### src/rtl/capp_sequencer.sv
// -----------------------------------------------------------------------------
// capp_sequencer
//   Command-level controller for the CAPP array (compare / cells / tags).
//   It accepts one command at a time and expands it into timed pulses on set,
//   perform_search, select_first and write_lines. It drives comparand and mask,
//   then reports whether any tag is set.
//
//   Commands (cmd_op): 00 SEARCH, 01 SELECT_FIRST, 10 WRITE, 11 SEARCH_SELECT.
//
// Ports
//   CLK, RST_N                    clock / synchronous active-low reset
//   cmd_valid, cmd_ready          command handshake (ready only in IDLE)
//   cmd_op, cmd_data, cmd_mask    command, key/value, bit mask (1 = participates)
//   comparand, mask               to compare block, held until the next accept
//   set, perform_search,
//   select_first                  timed pulses to tags / compare
//   write_lines                   to cells: bit 2i = 1-write, bit 2i+1 = 0-write
//   tag_wires                     tag state from the tags block
//   busy                          ~cmd_ready
//   rsp_valid, rsp_hit, rsp_err   one-cycle response at the end of every command
//
// Optional feature macro: CAPP_SEQ_WRITE_GUARD_EN
//   When defined, WRITE and SEARCH_SELECT check |tag_wires first. A WRITE with
//   no tag set goes straight to RESP. A SEARCH_SELECT with no hit after
//   SRCH_GAP skips the select phase. Both of these cases report rsp_err=1.
//   When the macro is not defined, the full sequence always runs and rsp_err
//   stays 0.
// -----------------------------------------------------------------------------
module capp_sequencer #(
    parameter int WIDTH    = 32,
    parameter int CELLS    = 100,
    parameter int SET_CYC  = 10,
    parameter int SRCH_CYC = 10,
    parameter int SEL_CYC  = 2,
    parameter int WR_CYC   = 10,
    parameter int GAP_CYC  = 10,
    parameter int SEL_GAP  = 2,
    parameter int WR_GAP   = 100
) (
    input  logic                 CLK,
    input  logic                 RST_N,
    input  logic                 cmd_valid,
    output logic                 cmd_ready,
    input  logic [1:0]           cmd_op,
    input  logic [WIDTH-1:0]     cmd_data,
    input  logic [WIDTH-1:0]     cmd_mask,
    output logic [WIDTH-1:0]     comparand,
    output logic [WIDTH-1:0]     mask,
    output logic                 set,
    output logic                 perform_search,
    output logic                 select_first,
    output logic [2*WIDTH-1:0]   write_lines,
    input  logic [CELLS-1:0]     tag_wires,
    output logic                 busy,
    output logic                 rsp_valid,
    output logic                 rsp_hit,
    output logic                 rsp_err
);

`ifdef CAPP_SEQ_WRITE_GUARD_EN
    localparam bit GUARD_EN = 1'b1;
`else
    localparam bit GUARD_EN = 1'b0;
`endif

    generate
        if (SET_CYC < 1 || SRCH_CYC < 1 || SEL_CYC < 1 || WR_CYC < 1 ||
            GAP_CYC < 1 || SEL_GAP < 1 || WR_GAP < 1) begin : g_bad_timing
            $error("capp_sequencer: every *_CYC / *_GAP parameter must be >= 1");
        end
    endgenerate

    localparam logic [1:0] OP_SEARCH = 2'b00;
    localparam logic [1:0] OP_SELECT = 2'b01;
    localparam logic [1:0] OP_WRITE  = 2'b10;
    localparam logic [1:0] OP_SS     = 2'b11;

    typedef enum logic [3:0] {
        S_IDLE, S_SET, S_SET_GAP, S_SRCH, S_SRCH_GAP,
        S_SEL, S_SEL_GAP, S_WR, S_WR_GAP, S_RESP
    } state_t;

    state_t             state_reg, state_next;
    logic [31:0]        cnt_reg, cnt_next;
    logic [1:0]         op_reg, op_next;
    logic               err_reg, err_next;
    logic               accept;
    logic               any_tag;
    logic               last_cycle;
    logic [WIDTH-1:0]   data_next, mask_next;
    logic [2*WIDTH-1:0] wl_pattern;

    assign cmd_ready  = (state_reg == S_IDLE);
    assign busy       = ~cmd_ready;
    assign accept     = cmd_valid && (state_reg == S_IDLE);
    assign any_tag    = |tag_wires;
    assign last_cycle = (cnt_reg == 32'd1);

    // Data and mask are latched on the accept edge. The write pattern is
    // built from the values being latched. This lets WR, which is entered on
    // that same edge, drive the new value from its first cycle.
    assign data_next = accept ? cmd_data : comparand;
    assign mask_next = accept ? cmd_mask : mask;
    assign op_next   = accept ? cmd_op   : op_reg;

    genvar gi;
    generate
        for (gi = 0; gi < WIDTH; gi++) begin : g_wl
            assign wl_pattern[2*gi]   =  data_next[gi] & mask_next[gi];
            assign wl_pattern[2*gi+1] = ~data_next[gi] & mask_next[gi];
        end
    endgenerate

    // Next-state / counter logic. The counter is loaded with the state's
    // length on entry. The state is left on the cycle the counter reads 1.
    always_comb begin
        state_next = state_reg;
        cnt_next   = cnt_reg;
        err_next   = err_reg;
        case (state_reg)
            S_IDLE: begin
                if (cmd_valid) begin
                    err_next = 1'b0;
                    case (cmd_op)
                        OP_SEARCH, OP_SS: begin
                            state_next = S_SET;
                            cnt_next   = 32'(SET_CYC);
                        end
                        OP_SELECT: begin
                            state_next = S_SEL;
                            cnt_next   = 32'(SEL_CYC);
                        end
                        default: begin
                            if (GUARD_EN && !any_tag) begin
                                state_next = S_RESP;
                                err_next   = 1'b1;
                            end else begin
                                state_next = S_WR;
                                cnt_next   = 32'(WR_CYC);
                            end
                        end
                    endcase
                end
            end
            S_SET:      if (last_cycle) begin state_next = S_SET_GAP; cnt_next = 32'(GAP_CYC);  end
                        else cnt_next = cnt_reg - 32'd1;
            S_SET_GAP:  if (last_cycle) begin state_next = S_SRCH;    cnt_next = 32'(SRCH_CYC); end
                        else cnt_next = cnt_reg - 32'd1;
            S_SRCH:     if (last_cycle) begin state_next = S_SRCH_GAP; cnt_next = 32'(GAP_CYC); end
                        else cnt_next = cnt_reg - 32'd1;
            S_SRCH_GAP: begin
                if (!last_cycle) begin
                    cnt_next = cnt_reg - 32'd1;
                end else if (op_reg != OP_SS) begin
                    state_next = S_RESP;
                end else if (GUARD_EN && !any_tag) begin
                    state_next = S_RESP;
                    err_next   = 1'b1;
                end else begin
                    state_next = S_SEL;
                    cnt_next   = 32'(SEL_CYC);
                end
            end
            S_SEL:      if (last_cycle) begin state_next = S_SEL_GAP; cnt_next = 32'(SEL_GAP); end
                        else cnt_next = cnt_reg - 32'd1;
            S_SEL_GAP:  if (last_cycle) state_next = S_RESP;
                        else cnt_next = cnt_reg - 32'd1;
            S_WR:       if (last_cycle) begin state_next = S_WR_GAP; cnt_next = 32'(WR_GAP); end
                        else cnt_next = cnt_reg - 32'd1;
            S_WR_GAP:   if (last_cycle) state_next = S_RESP;
                        else cnt_next = cnt_reg - 32'd1;
            S_RESP:     state_next = S_IDLE;
            default:    state_next = S_IDLE;
        endcase
    end

    // The pulse outputs are registered from state_next, so each one is high
    // exactly while its state is current. The response is registered out of
    // RESP, so it appears on the same cycle that cmd_ready returns.
    always_ff @(posedge CLK) begin
        if (!RST_N) begin
            state_reg      <= S_IDLE;
            cnt_reg        <= '0;
            op_reg         <= '0;
            err_reg        <= 1'b0;
            comparand      <= '0;
            mask           <= '0;
            set            <= 1'b0;
            perform_search <= 1'b0;
            select_first   <= 1'b0;
            write_lines    <= '0;
            rsp_valid      <= 1'b0;
            rsp_hit        <= 1'b0;
            rsp_err        <= 1'b0;
        end else begin
            state_reg      <= state_next;
            cnt_reg        <= cnt_next;
            op_reg         <= op_next;
            err_reg        <= err_next;
            comparand      <= data_next;
            mask           <= mask_next;
            set            <= (state_next == S_SET);
            perform_search <= (state_next == S_SRCH);
            select_first   <= (state_next == S_SEL);
            write_lines    <= (state_next == S_WR) ? wl_pattern : '0;
            rsp_valid      <= (state_reg == S_RESP);
            rsp_hit        <= (state_reg == S_RESP) && any_tag;
            rsp_err        <= (state_reg == S_RESP) && err_reg && GUARD_EN;
        end
    end

endmodule

### config.mk
export PLATFORM = sky130hd
export DESIGN_NAME = capp_sequencer
export DESIGN_NICKNAME = d
export VERILOG_FILES = /design/src/rtl/capp_sequencer.sv
export SDC_FILE = /design/constraint.sdc
export NUM_CORES = 1
export LEC_CHECK = 0
export ABC_AREA = 1
export CAP_MARGIN = 5
export CORE_MARGIN = 2
export CORE_UTILIZATION = 35
export CTS_CLUSTER_DIAMETER = 30
export CTS_CLUSTER_SIZE = 20
export DETAILED_ROUTE_END_ITERATION = 12
export HOLD_SLACK_MARGIN = 0.08
export PLACE_DENSITY = 0.69
export SLEW_MARGIN = 15
export SYNTH_ARGS = -nofsm -noshare
export SYNTH_HDL_FRONTEND = slang
export SYNTH_SLANG_ARGS = --single-unit
export TNS_END_PERCENT = 1
### constraint.sdc
create_clock -name CLK -period 2.3 [get_ports CLK]
set_clock_uncertainty 0.1 [all_clocks]
set_input_delay 0.23 -clock CLK [delete_from_list [all_inputs] [get_ports CLK]]
set_output_delay 0.23 -clock CLK [all_outputs]
set_load 0.1 [all_outputs]
# ---- Yosys cells after proc, flatten, opt, wreduce, memory -nomap -nowiden
# Index checks and enable logic that the tools add are counted.
dict set report op_classes {
  bitwise 97
  n_mux 22
  reduce_logical 11
  eq_ne 20
  add_sub_neg 1
}
# op count
set ops {}
lappend ops {{$mux W32} 9}
lappend ops {{$pmux W32 S6} 1}
lappend ops {{$reduce_or A100 Y1} 1}
lappend ops {{$and A1 B1 Y1} 64}
lappend ops {{$mux W4} 10}
lappend ops {{$not A1 Y1} 33}
lappend ops {{$eq A32 B1 Y1 const B} 1}
lappend ops {{$pmux W4 S8} 1}
lappend ops {{$sub A32 B1 Y32 const B} 1}
lappend ops {{$eq A4 B3 Y1 const B} 6}
lappend ops {{$eq A4 B2 Y1 const B} 3}
lappend ops {{$eq A4 B1 Y1 const B} 2}
lappend ops {{$eq A4 B4 Y1 const B} 2}
lappend ops {{$ne A2 B2 Y1 const B} 3}
lappend ops {{$pmux W3 S2} 1}
lappend ops {{$reduce_bool A6 Y1} 1}
lappend ops {{$logic_not A4 Y1} 1}
lappend ops {{$reduce_and A4 Y1} 1}
lappend ops {{$reduce_or A2 Y1} 2}
lappend ops {{$ne A3 B3 Y1 const B} 1}
lappend ops {{$reduce_or A3 Y1} 1}
lappend ops {{$eq A2 B1 Y1 const B} 1}
lappend ops {{$eq A2 B2 Y1 const B} 1}
lappend ops {{$logic_and A1 B1 Y1} 2}
lappend ops {{other kinds (2)} 2}
dict set report totals {
  regBits 171
}

# ---- Logic depth before layout (Yosys ltp)
dict set report logic_depth {
  depth_word 7
  ltp_mapped 14
}

# ---- Worst setup path before layout
# Ideal clock, no wire load.
dict set report synth_timing {
  path_kind {register to register}
  start {register state_reg[2]}
  end {register cnt_reg[1]}
  path_slack_ns -0.284
  arrival_ns 2.368
  path_buffers 1
  stages_incl_launch_ff 12
  path_cell_list {dfxtp_1 > nor2_2 > inv_2 > nor2_4 > inv_2 > o21ai_1 > a21oi_4 > nand2_4 > inv_2 > buf_4 > o21ai_0 > nor2_1}
}
dict set report synth_via {
  word_cells_on_any_way 17
}
# element line_no
set synth_rtl {}
lappend synth_rtl {{from (decl)} 83} ;# state_t state_reg, state_next;
lappend synth_rtl {{from (signal assigned)} 196} ;# state_reg <= state_next;
lappend synth_rtl {{$logic_not A4 Y1 (*)} -}
lappend synth_rtl {{net cmd_ready} 43} ;# output logic cmd_ready,
lappend synth_rtl {{$reduce_bool A6 Y1 (no source line) / $ne A2 B2 Y1 (equally long branches)} -}
lappend synth_rtl {{$reduce_and A4 Y1 (no source line)} -}
lappend synth_rtl {{to (signal assigned)} 197} ;# cnt_reg <= cnt_next;
lappend synth_rtl {{to (decl)} 84} ;# logic [31:0] cnt_reg, cnt_next;
# The timed path passes the listed nets; every way through them passes the cells marked *.
# A chain may end at the register's enable or synchronous reset.

# ---- Final worst setup path
dict set report layout_timing {
  start {register cnt_reg[0]}
  end {register write_lines[34]}
}
dict set report layout_via {
  elab_chain_len 5
  word_cells_on_any_way 11
}
# element line_no
set layout_rtl {}
lappend layout_rtl {{$eq A32 B1 Y1 (*)} 97} ;# assign last_cycle = (cnt_reg == 32'd1);
lappend layout_rtl {{$mux W4 (tied with other cells)} {166, 170}}
lappend layout_rtl {{$pmux W4 S8 (*)} 120} ;# case (state_reg)
lappend layout_rtl {{$eq A4 B3 Y1 (*)} 205} ;# write_lines <= (state_next == S_WR) ? wl_pattern : '0;
lappend layout_rtl {{$reduce_and A2 Y1 (no source line) (*)} -}
lappend layout_rtl {{to (signal assigned)} 205}
lappend layout_rtl {{to (decl)} 52} ;# output logic [2*WIDTH-1:0] write_lines,
# Every way passes the cells marked *; elsewhere a longest branch is shown, timed or not.

==> impl_metrics.toml <==
[run_status]
status = "finished clean"

[floorplan]
die_w_um = 153
die-area_um2 = 23300
die_h_um = 153
coreArea_um2 = 21800
core.rowCount = 54
io_pins = 305
initial_core_util_pct = 35.5

[pwr]
power_density_nw_per_um2 = 1290
ir_worst_vdd_mv = 0.658
power_leakage_nw = 5.09
finalPower_mw = 14.8

[setup_path]
path_class = "flip-flop to flip-flop"
r2r_start = "cnt_reg[0]"
r2r_slack_ps = 190
startpoint_type = "flip-flop"
critPathArrivalTime_ps = 2360
r2r_end = "write_lines[34]"
endpoint_kind = "flip-flop"
crit_chain = "ha_1 -> nand2_1 -> nor2_1 -> nand2_2 -> nor2_8 -> nand2_2 -> a21oi_2 -> nor2_4 -> buf_12 -> buf_12 -> nor3_2"
cp_max_fo = 18
worst_r2r_path_depth = 11
worst_path_largest_cell_delay_ps = 410
cp_data_required_time_ps = 2550
cpMaxStageDelayCell = "dfxtp_1"

[grt]
grt_pass1_wl_um = 37000
overflow = 0
grt_max_degree = 51
grt_antenna_before_repair = 0
grt_pass1_vias = 7166
grt_use_total_pct = 19.7

[final_layout]
largest_reg_flops = 64
layout_commonest_cell = "dfxtp_1"
layout_common_cells = "dfxtp_1 (169), clkdlybuf4s50_1 (168), nor2_1 (153)"
drive_above_1_share_pct = 25.5
fillers = 2089
area_growth_pct = 48.9
diodes = 0
design_area_um2 = 11500
nets = 1437
largest_register = "write_lines"

[sta]
finalCritPeriodShare_pct = 91.6
fin_hold_ws_ps = 318
final-hold-violation-count = 0
setup_tns_ps = 0
drv_slew = 0
rsz0062_at_grt = "false"
period_needed_ps = 2110
worstMarginPinSlew_ps = 640
setup_ws_ps = 194
setup_viol = 0
max_freq_mhz = 475
slew_headroom_pct = 56.9

[drt]
via_per_inst = 4.66
wl_met3_um = 1590
wl_per_cell_um = 15.1
routed.top_layer = "met4"
met2_length_um = 11600
wl_met1_um = 9820
drc_errors = 0
ant_nets = 0
drtPass1Iterations = 5
num_vias = 7258
routed_wl_um = 23500
drtIter0Drc = 317

[worst_hold_path]
min_from = "cmd_op[0]"
min_path_type = "input port to flip-flop"
worst_hold_path.num_cells = 3
hold_path_end = "op_reg[0]"

[place]
placed_cell_area_um2 = 10900
hpwl_um = 17700
port-buffer-count = 303
place_ws_ps = 133
routabilityCongestion = 0.911

[synth]
synthTopCellsByArea = "dfxtp_1 (44%), nor3_2 (7.6%), nor2_1 (7.6%)"
async_flop_share_pct = 0
ys_types = 41
yosys_most_used_dff = "dfxtp_1"
ys_seq_area_share_pct = 44.3
synth_area_leader_cell = "dfxtp_1"
synthesis.area_um2 = 7730
ys_ff_latch = 171
synth_top_area_share_pct = 44.3
yosysWarnings = 0
netlist_instances = 956
syn_area_per_cell_um2 = 8.08
synth_fp_nets = 1129
synth_edf_count = 0

[clock_tree]
cts_root_buf = "clkbuf_16"
numClockSinks = 171
htree_num_levels = 4
cts_made_buffers = 17
clk_pin_slew_ps = 70
tritoncts = "built"
clockBufferDepth = 2
clock_latency_ps = 430

[job]
maxCapViolCount = 0
-- worst max path at each step --
stage                      start              end  slack (ps)  cells after the start
floorplan           state_reg[3]  write_lines[10]           3                      9
global placement       cmd_op[0]  write_lines[36]         120                     10
detailed placement     cmd_op[0]  write_lines[41]         130                     10
CTS                  cnt_reg[18]  write_lines[34]         140                     11
global route          cnt_reg[0]   write_lines[3]           4                     11
finish                cnt_reg[0]  write_lines[34]         190                     11
-- per-layer routing --
layer | up-vias | global-route usage [%]
met4 | 0 | 6.13
met2 | 200 | 34.1
met5 | - | 0
met1 | 3321 | 23.5
met3 | 32 | 5.97
li1 | 3705 | -
-- stage by stage --
stage	utilization [%]	std cells
after floorplan	-	956
after global placement	49.9	1524
after detailed placement	49.9	1524
after CTS	52.7	1556
after global routing	52.9	1557
final	52.9	1557
-- critical path, delay by kind of cell (launching register included) --
family,cells,cell delay [ps]
DFF,1,410
and+or+nand+nor,7,800
adders and majority gates,1,200
buffers and inverters,2,330
AOI/OAI and AO/OA,1,180
-- cell type report --
class / count / area, um2 / share of cell area, %
sequential: 171 / 3430 / 29.8
multi-input combinational: 657 / 3740 / 32.5
inverter: 88 / 338 / 2.94
tap: 280 / 350 / 3.04
timing repair buffer: 329 / 3040 / 26.5
clock inverter: 15 / 178 / 1.54
clock buffer: 17 / 425 / 3.70
-- Yosys cell counts, types with 5 or more instances --
cell      count
a21oi_1      24
or2_0        10
nor2_1      156
nor3_1       16
inv_2        11
clkbuf_1      9
dfxtp_1     171
nor2_2        6
or2_1        22
buf_6        17
nand4_1      13
nor3_2       59
o21ai_1       5
nand3_1      29
nand2_1     138
buf_2         9
o21ai_0      50
nor4_1       25
inv_1        76
buf_4         5
or2_2        32
mux2i_1      32
nand2_2       8
-- what timing repair did --
| action | CTS | global route |
|---|---|---|
| gates resized for setup | 0 | 5 |
| endpoints found under the setup margin | 0 | 45 |
| hold buffers | 0 | 0 |
| setup buffers | 0 | 0 |
-- power by group --
| part | internal, mW | switching (mW) | total (mW) |
|---|---|---|---|
| sequential | 3.45 | 0.386 | 3.84 |
| combinational | 2.49 | 5.52 | 8.00 |
| clock | 1.64 | 1.31 | 2.95 |
-- kinds of logic after synthesis --
| family | synth area share [%] |
|---|---|
| buffers and inverters | 8.26 |
| muxes | 4.14 |
| and+or+nand+nor | 36.4 |
| xor gates and xnor gates | 0.453 |
| AOI/OAI and AO/OA | 5.73 |
| other | 0.0485 |
| adders and majority gates | 0.648 |
| DFF | 44.3 |
(Power assumes the default switching activity.)
